[src/rtl/addsub_pipe.sv]
// addsub_pipe: pipelined chunked add/subtract with valid/ready handshake and ALU condition flags
module addsub_pipe #(
  parameter int WIDTH  = 32,
  parameter int STAGES = 2
) (
  input  logic             clk,
  input  logic             rst_n,
  input  logic             in_valid,
  output logic             in_ready,
  input  logic [WIDTH-1:0] X,
  input  logic [WIDTH-1:0] Y,
  input  logic             sub,
  output logic             out_valid,
  input  logic             out_ready,
  output logic [WIDTH-1:0] result,
  output logic             zero,
  output logic             negative,
  output logic             carry,
  output logic             overflow,
  output logic             lt,
  output logic             ltu
);
  localparam int C = WIDTH / STAGES;
  // Register 0 captures the raw operation; registers 1..STAGES each add one chunk.
  logic [STAGES:0]   v, c;
  logic [STAGES-1:0] s, nc;
  logic [WIDTH-1:0]  x  [STAGES];
  logic [WIDTH-1:0]  b  [STAGES];
  logic [WIDTH-1:0]  r  [STAGES+1];
  logic [WIDTH-1:0]  nr [STAGES];
  logic [C-1:0]      ch;
  logic              adv, f_ovf;
  assign adv       = !out_valid || out_ready;
  assign in_ready  = adv;
  assign out_valid = v[STAGES];
  assign result    = r[STAGES];
  assign negative  = r[STAGES][WIDTH-1];
  assign carry     = c[STAGES];
  always_comb begin
    ch = '0;
    nc = '0;
    for (int k = 0; k < STAGES; k++) begin
      nr[k] = r[k];
      {nc[k], ch} = {1'b0, x[k][k*C +: C]} + {1'b0, b[k][k*C +: C]} + {{C{1'b0}}, c[k]};
      nr[k][k*C +: C] = ch;
    end
    f_ovf = (x[STAGES-1][WIDTH-1] == b[STAGES-1][WIDTH-1]) &&
            (nr[STAGES-1][WIDTH-1] != x[STAGES-1][WIDTH-1]);
  end
  always_ff @(posedge clk or negedge rst_n) begin
    if (!rst_n) begin
      v        <= '0;
      c        <= '0;
      s        <= '0;
      zero     <= 1'b0;
      overflow <= 1'b0;
      lt       <= 1'b0;
      ltu      <= 1'b0;
      for (int k = 0; k < STAGES; k++) begin
        x[k] <= '0;
        b[k] <= '0;
      end
      for (int k = 0; k <= STAGES; k++) r[k] <= '0;
    end else if (adv) begin
      v[0] <= in_valid;
      c[0] <= sub;
      s[0] <= sub;
      x[0] <= X;
      b[0] <= sub ? ~Y : Y;
      r[0] <= '0;
      for (int k = 1; k <= STAGES; k++) begin
        v[k] <= v[k-1];
        c[k] <= nc[k-1];
        r[k] <= nr[k-1];
      end
      for (int k = 1; k < STAGES; k++) begin
        s[k] <= s[k-1];
        x[k] <= x[k-1];
        b[k] <= b[k-1];
      end
      zero     <= ~|nr[STAGES-1];
      overflow <= f_ovf;
      lt       <= s[STAGES-1] & (nr[STAGES-1][WIDTH-1] ^ f_ovf);
      ltu      <= s[STAGES-1] & ~nc[STAGES-1];
    end
  end
endmodule

[config.mk]
export PLATFORM = sky130hd
export DESIGN_NAME = addsub_pipe
export DESIGN_NICKNAME = d
export VERILOG_FILES = /design/src/rtl/addsub_pipe.sv
export SDC_FILE = /design/constraint.sdc
export NUM_CORES = 1
export LEC_CHECK = 0
export CAP_MARGIN = 40
export CORE_ASPECT_RATIO = 1.1
export CORE_UTILIZATION = 55
export DETAILED_ROUTE_END_ITERATION = 16
export PLACE_DENSITY_LB_ADDON = 0.25
export SYNTH_ARGS = -nofsm -noshare
export SYNTH_HDL_FRONTEND = slang
export SYNTH_SLANG_ARGS = --single-unit
[constraint.sdc]
create_clock -name clk -period 3.1 [get_ports clk]
set_input_delay 0.62 -clock clk [delete_from_list [all_inputs] [get_ports clk]]
set_output_delay 0.62 -clock clk [all_outputs]
set_load 0.02 [all_outputs]
## After elaboration in Yosys (flattened, before gate mapping)

Index checks and enable logic that the tools add are counted.

| word-level totals | value |
|---|---|
| bits in registers | 188 |
| input bits | 69 |
| output and inout bits | 40 |
| logic and storage cells | 30 |

| cells by class | value |
|---|---|
| add/subtract/negate cells | 4 |
| equality and inequality tests | 2 |
| multiplexer cells | 1 |
| bitwise gates (word level) | 5 |
| reductions and logical operators | 5 |

Operators with widths:

| operator | number |
|---|---|
| adder 16 x 16 -> 17 bit | 2 |
| adder 17 x 1 -> 17 bit | 2 |
| two-way mux 32 bit | 1 |
| inverter 32 bit | 1 |
| OR reduction 32 bit | 1 |
| bitwise AND 1 bit | 2 |
| zero test 1 bit | 2 |
| equality test 1 bit | 1 |
| logical AND 1 bit | 1 |
| logical OR 1 bit | 1 |
| != test 1 bit | 1 |
| inverter 1 bit | 1 |
| bitwise XOR 1 bit | 1 |

## Logic depth before layout (Yosys ltp)

Gate-level depths: netlist (run 1).

| depth | value |
|---|---|
| depth after elaboration | 6 |
| depth in mapped cells | 12 |
| gate-level depth less buffers | 12 |

## Worst setup path after synthesis (run 1)

No wires, ideal clock.

| path | value |
|---|---|
| path kind | register to register |
| from | register b[16] (netlist name) |
| to | register zero |
| setup time | 95 ps |
| arrival time | 2641 ps |
| data required time | 3005 ps |
| path slack | 363 ps |
| stages on the path, launching flop included | 11 |
| buffers on the path | 0 |
| period minus slack after synthesis | 2737 ps |
| cells stage by stage | dfrtp_1 fa_1 fa_1 a211oi_1 o21ai_1 a31oi_2 o31a_1 nand2b_1 xor2_1 nand4bb_1 o31ai_1 |

| between the ends | value |
|---|---|
| word-level cells in the longest chain between the ends | 4 |

Ends and longest elaborated chain:

| item | RTL line | RTL |
|---|---|---|
| start: declaration | 28 | `logic [WIDTH-1:0] b [STAGES];` |
| start signal: indexed assignment | 79 | `b[k] <= b[k-1];` |
| adder 16 x 16 -> 17 bit | 44 | `{nc[k], ch} = {1'b0, x[k][k*C +: C]} + {1'b0, b[k][k*C +: C]} + {{C{1'b0}}, c[k]};` |
| adder 17 x 1 -> 17 bit | 44 |  |
| OR reduction 32 bit | 81 | `zero <= ~\|nr[STAGES-1];` |
| zero test 1 bit | 81 |  |
| end signal: assignment | 81 |  |
| end: declaration | 16 | `output logic zero,` |

Every way passes these cells.
A chain may end at the register's enable or synchronous reset.

## Worst setup path in the final report (run 1)

| path | value |
|---|---|
| from | register b[16] (netlist name) |
| to | register ltu |

| between the ends | value |
|---|---|
| word-level cells in the longest chain between the ends | 4 |

Ends and longest elaborated chain:

| item | RTL line | RTL |
|---|---|---|
| adder 16 x 16 -> 17 bit | 44 |  |
| adder 17 x 1 -> 17 bit | 44 |  |
| inverter 1 bit | 84 | `ltu <= s[STAGES-1] & ~nc[STAGES-1];` |
| bitwise AND 1 bit | 84 |  |
| end signal: assignment | 84 |  |
| end: declaration | 21 | `output logic ltu` |

Every way passes these cells.

==> impl_metrics.env, run 1 <==
export IMPL_synthToLayoutAreaGrowth_pct=24.6
export IMPL_ioPinCount=109
export IMPL_seq_area_frac_synth_pct=52.6
export IMPL_vias=5830
export IMPL_fp_dieH_um=123
export IMPL_arrival_ns=3.32
export IMPL_synth_largest_area_cell="dfrtp_1"
export IMPL_wl_um=15800
export IMPL_grt_max_degree=182
export IMPL_top_layer_used="met4"
export IMPL_clock_sinks=155
export IMPL_ir_drop_v=0.000542
export IMPL_utilization_pct=69.8
export IMPL_fmax_mhz=338
export IMPL_rr_worst_depth=10
export IMPL_worstSetupPathType="reg -> reg"
export IMPL_synth_main_ff_cell="dfrtp_1"
export IMPL_antenna_found_initial=0
export IMPL_cts_tree="built"
export IMPL_ctsHoldBuffers=0
export IMPL_hp_class="in -> async"
export IMPL_io_buffers=108
export IMPL_grt_total_usage_pct=24.1
export IMPL_skew_ns=0.0121
export IMPL_wl_met3_um=687
export IMPL_root_buffer="clkbuf_16"
export IMPL_h_tree_depth=4
export IMPL_maxCapViolations=0
export IMPL_yosysUniqueCellTypes=43
export IMPL_fin_nets=1011
export IMPL_synth_top_area_share_pct=52.6
export IMPL_tightest_slew_ns=0.708
export IMPL_rsz0062_at_grt="no"
export IMPL_timing_final_hold_violations=0
export IMPL_synth_area_per_cell_um2=9.05
export IMPL_maxSlewViolCount=0
export IMPL_async_reset_ff_share_pct=100
export IMPL_ctsResizeCount=0
export IMPL_drive_gt1_share_pct=5.00
export IMPL_powerDensity_nw_per_um2=1030
export IMPL_drtPass1Iterations=4
export IMPL_initial_core_util_pct=56.0
export IMPL_die_width_um=112
export IMPL_timing_setup_tns_ns=0
export IMPL_dpl_cell_count=1050
export IMPL_power_mw=9.41
export IMPL_placed_cell_area_um2=8590
export IMPL_synthCells=814
export IMPL_final_cells=1081
export IMPL_dp_hpwl_um=10600
export IMPL_viasPerCell=5.39
export IMPL_netlist_area_um2=7370
export IMPL_status="completed"
export IMPL_wl_met1_um=7140
export IMPL_grt_pass1_wl_um=26100
export IMPL_rows=44
export IMPL_reg2reg_setup_slack_ns=0.14
export IMPL_ant_nets=0
export IMPL_cts_setup_buffers=0
export IMPL_slew_headroom_pct=52.8
export IMPL_wl_met2_um=7630
export IMPL_setup_viol_count_final=0
export IMPL_drtIter0Drc=316
export IMPL_post_route_min_period_ns=2.96
export IMPL_critPathLaunchType="flop"
export IMPL_ys_warn_count=0
export IMPL_overflow=0
export IMPL_core_area_um2=13200
export IMPL_timing_rr_start="b[16]$_DFFE_PN0P_"
export IMPL_p_leak_nw=4.33
export IMPL_clkTransAtPathRegs_ns=0.06
export IMPL_synth_edf_count=0
export IMPL_antenna_cells=0
export IMPL_cts_buffers=17
export IMPL_die_area_um2=13900
export IMPL_grt_pass1_vias=5612
export IMPL_synth_net_count=917
export IMPL_end_kind="flop"
export IMPL_wire_per_inst_um=14.7
export IMPL_clockBufferDepth=2
export IMPL_drc=0
export IMPL_ys_seq_elements=155
export IMPL_finalCritPeriodShare_pct=95.5
export IMPL_critPathMaxFanout=3
export IMPL_synth_area_leaders="dfrtp_1 53%, nand2_1 16%, xnor2_1 5.2%, ha_1 5.1%, o21ai_0 4.1%"
export IMPL_timing_rr_end="ltu$_DFFE_PN0P_"
export IMPL_clock_latency_ns=0.42
export IMPL_gp_congestion=0.851
export IMPL_finalInstanceArea_um2=9180
export IMPL_cp_required_ns=3.46
[cell usage in the layout (no fill, tap or decap), drive strengths merged, types with 2 or more instances in the layout]
cell type / n
a21oi: 28
o211ai: 2
nor4: 4
dfrtp: 155
nand3: 5
a21o: 12
o21bai: 2
clkbuf: 22
nor3: 9
nand2b: 6
o21a: 2
o2111ai: 2
nor2b: 2
or4: 2
clkinv: 7
buf: 8
nand2: 321
o31ai: 4
fa: 4
and2: 3
a211oi: 6
nor2: 25
ha: 30
o21ai: 67
bufinv: 3
xor2: 14
clkdlybuf4s50: 106
a31oi: 7
nand3b: 2
xnor2: 44
inv: 7
[cells in the mapped netlist, types with 6 or more instances]
cell type	n
o21ai_1	6
xor2_1	14
nand2_1	321
a21oi_1	27
o21ai_0	60
inv_1	8
a21o_1	12
dfrtp_1	155
clkbuf_1	30
nor2_1	25
nand2b_1	6
nor3_1	9
a31oi_1	6
xnor2_1	44
ha_1	30
buf_1	8
[cell families (layout without fill, tap and decap cells)]
family                   count (synthesis)  count (layout)  share of synthesized area (%)
adder cells (fa/ha/maj)                 34              34                           6.18
multiplexers                             2               2                          0.289
XOR/XNOR                                58              58                           6.89
buffers and inverters                   47             153                           2.44
AND/OR/NAND/NOR                        383             383                           20.7
AO/OA/AOI/OAI                          135             135                           10.8
flip-flops                             155             155                           52.6
[per-stage QoR]
| stage | hold WS [ns] | setup slack, ns |
|---|---|---|
| CTS | 0.253 | 0.0691 |
| detailed placement | 0.456 | 0.104 |
| finish | 0.225 | 0.141 |
| global placement | 0.449 | 0.216 |
| floorplan | 0.324 | 0.363 |
| global route | 0.284 | 0.0285 |
[area by class of cell]
class / count / area (µm²)
clock buffers: 22 / 464
clock inverters: 9 / 120
fillers: 1018 / 3980
inverters: 8 / 31.3
multi-input cells: 612 / 3330
flip-flops and latches: 155 / 3880
well taps: 161 / 201
repair buffers: 114 / 1160
[state kept, by name, indices dropped and copies added (netlist names)]
signal	flops
b	48
x	48
result	32
nr	16
c	3
v	3
lt	1
ltu	1
overflow	1
s	1
zero	1
[worst max-delay path by stage]
stage                            from                to
finish              b[16]$_DFFE_PN0P_   ltu$_DFFE_PN0P_
global route        b[16]$_DFFE_PN0P_  zero$_DFFE_PN0P_
CTS                 b[16]$_DFFE_PN0P_   ltu$_DFFE_PN0P_
detailed placement  b[16]$_DFFE_PN0P_  zero$_DFFE_PN0P_
global placement    b[16]$_DFFE_PN0P_  c[2]$_DFFE_PN0P_
floorplan           b[16]$_DFFE_PN0P_  zero$_DFFE_PN0P_
[power by group]
group | internal, mW | switching, mW
Sequential | 2.79 | 0.497
Clock | 1.29 | 0.774
Combinational | 1.75 | 2.31
Total | 5.83 | 3.58
[layer usage]
layer  up-vias  track usage (%)
met3        33             4.75
met2       152             39.7
met1      2792             31.3
met4         0             10.7
met5         -                0
li1       2853                -
[critical path, cell delays in order, from the launching register on]
cell and delay, ns:
dfrtp_1 0.40, fa_1 0.49, fa_2 0.40, a211oi_2 0.27, o21ai_1 0.13, a31oi_2 0.25
o31a_1 0.24, a211oi_2 0.11, a21o_1 0.20, a21oi_1 0.22, a31o_1 0.19
Power figures use the tool's default switching activity.
==> run 2: changes to the inputs <==
- CORE_UTILIZATION: 55 -> 49
- clock period: 3.1 -> 2.7 ns (I/O delays scaled with it)
==> run 2 against run 1 <==
Against the previous run:
- the flow now finishes with violations (setup timing)
- combinational power grew 19%
- cell count grew 4.0%
- wire length shrank 1.2%
- sequential power grew 15%
- sequential share of layout area shrank 1.1 points
- register-to-register slack lost 0.16 ns
- hold slack lost 0.18 ns
- clock skew shrank 0.0016 ns
- non-clock buffer count grew 12
- highest routed layer unchanged
==> impl_metrics.env, run 2 (synthesis gave the netlist of run 1 again) <==
export IMPL_skew_ns=0.0105
export IMPL_clock_latency_ns=0.42
export IMPL_power_mw=11.2
export IMPL_io_buffers=108
export IMPL_cp_required_ns=3.03
export IMPL_mostFrequentLayoutCell="nand2_1"
export IMPL_drtIter0Drc=422
export IMPL_gp_congestion=0.824
export IMPL_timing_final_hold_violations=0
export IMPL_status="finished, violations left"
export IMPL_maxSlewViolCount=0
export IMPL_overflow=0
export IMPL_critPathLaunchType="flop"
export IMPL_initial_core_util_pct=50.6
export IMPL_reg2reg_setup_slack_ns=-0.02
export IMPL_grt_pass1_wl_um=26800
export IMPL_ir_drop_v=0.000563
export IMPL_drc=0
export IMPL_antenna_cells=0
export IMPL_worstSetupPathType="reg -> reg"
export IMPL_vias=5699
export IMPL_fillers=1236
export IMPL_pre_cts_ws_ns=-0.183
export IMPL_die_width_um=119
export IMPL_ant_nets=0
export IMPL_dp_hpwl_um=10600
export IMPL_setup_viol_count_final=3
export IMPL_die_area_um2=15500
export IMPL_grt_total_usage_pct=22.0
export IMPL_cts_tree="built"
export IMPL_tightest_slew_ns=0.660
export IMPL_timing_rr_start="b[16]$_DFFE_PN0P_"
export IMPL_drtPass1Iterations=4
export IMPL_maxCapViolations=0
export IMPL_critPathMaxFanout=3
export IMPL_grt_max_degree=161
export IMPL_layout_setup_ws_ns=-0.0170
export IMPL_core_area_um2=14600
export IMPL_rows=46
export IMPL_path_cells="fa_2 -> fa_2 -> a211oi_4 -> o21ai_1 -> a31oi_2 -> o31a_1 -> nand2b_1 -> xor2_1 -> nand4bb_1 -> o31ai_1"
export IMPL_violations="setup timing"
export IMPL_mostFrequentLayoutCells="320 x nand2_1, 155 x dfrtp_1, 106 x clkdlybuf4s50_1"
export IMPL_crit_top_cell="fa_2"
export IMPL_utilization_pct=64.8
export IMPL_post_route_min_period_ns=2.72
export IMPL_clock_sinks=155
export IMPL_h_tree_depth=4
export IMPL_ioPinCount=109
export IMPL_hp_class="in -> async"
export IMPL_rsz0062_at_grt="yes"
export IMPL_powerDensity_nw_per_um2=1190
export IMPL_root_buffer="clkbuf_16"
export IMPL_clkTransAtPathRegs_ns=0.06
export IMPL_fp_dieH_um=131
export IMPL_cpPeakStageDelay_ns=0.41
export IMPL_viasPerCell=5.07
export IMPL_wire_per_inst_um=13.9
export IMPL_grt_pass1_vias=5485
export IMPL_finalCritPeriodShare_pct=101
export IMPL_rr_worst_depth=10
export IMPL_antenna_found_initial=0
export IMPL_cts_buffers=17
export IMPL_arrival_ns=3.05
export IMPL_drive_gt1_share_pct=7.51
export IMPL_timing_rr_end="zero$_DFFE_PN0P_"
export IMPL_fin_nets=1023
export IMPL_critPathSlowestCell="fa_2"
export IMPL_timing_setup_tns_ns=-0.0328
export IMPL_slew_headroom_pct=55.6
export IMPL_ctsHoldBuffers=0
export IMPL_p_leak_nw=4.42
export IMPL_synthToLayoutAreaGrowth_pct=28.1
export IMPL_hold_slack_ns=0.0503
export IMPL_fmax_mhz=368
export IMPL_clockBufferDepth=2
export IMPL_wl_um=15700
export IMPL_end_kind="flop"
-- run 2: cell count changes in the layout (fill, tap and decap cells not counted), sizes merged --
| cell | before | now |
|---|---|---|
| bufinv | 3 | 5 |
| clkinvlp | 0 | 4 |
| clkinv | 7 | 4 |
| clkbuf | 22 | 19 |
| buf | 8 | 20 |
-- run 2: through the flow --
| step | cell area (µm²) | std cells |
|---|---|---|
| 4_1_cts | 9390 | 1122 |
| 3_3_place_gp | 8730 | 1091 |
| 3_5_place_dp | 8730 | 1091 |
| 2_1_floorplan | 7370 | 814 |
| 6_report | 9440 | 1124 |
| 5_1_grt | 9440 | 1124 |
-- run 2: power breakdown --
group	internal, mW	leakage [nW]	switching, mW
clock	1.68	0.307	0.922
combinational	2.17	2.25	2.65
sequential	3.20	1.86	0.579
total	7.05	4.42	4.15
-- run 2: layout make-up --
class,count,area [µm²],share of cell area (%)
Inverter,8,31.3,0.331
Timing Repair Buffer,126,1270,13.5
Multi-Input combinational cell,612,3360,35.6
Clock inverter,12,195,2.07
Sequential cell,155,3880,41.1
Tap cell,192,240,2.55
Clock buffer,19,453,4.80
-- run 2: worst max-delay path: cells and delay by family, from the launching register on --
family | cells | cell delay, ns
xor+xnor | 1 | 0.15
flops | 1 | 0.40
compound gates | 5 | 1.01
simple gates | 2 | 0.26
fa+ha+maj | 2 | 0.80
-- run 2: repair_timing --
item | CTS | global route
resized for setup | 2 | 10
setup endpoints to repair | 4 | 9
buffers inserted | 0 | 2
pin swaps | 3 | 8
-- run 2: worst max-delay path by stage --
stage	from	to
after global routing	b[16]$_DFFE_PN0P_	zero$_DFFE_PN0P_
after detailed placement	b[16]$_DFFE_PN0P_	ltu$_DFFE_PN0P_
final	b[16]$_DFFE_PN0P_	zero$_DFFE_PN0P_
after CTS	b[16]$_DFFE_PN0P_	ltu$_DFFE_PN0P_
after floorplan	b[16]$_DFFE_PN0P_	zero$_DFFE_PN0P_
after global placement	b[16]$_DFFE_PN0P_	zero$_DFFE_PN0P_
-- run 2: metal layers --
| layer | global-route usage (%) | vias to the layer above | share of wire, % |
|---|---|---|---|
| li1 | - | 2880 | - |
| met1 | 30.8 | 2701 | 49 |
| met2 | 34.5 | 94 | 46 |
| met3 | 4.38 | 24 | 2.8 |
| met4 | 7.97 | 0 | 1.6 |
| met5 | 0 | - | 0 |
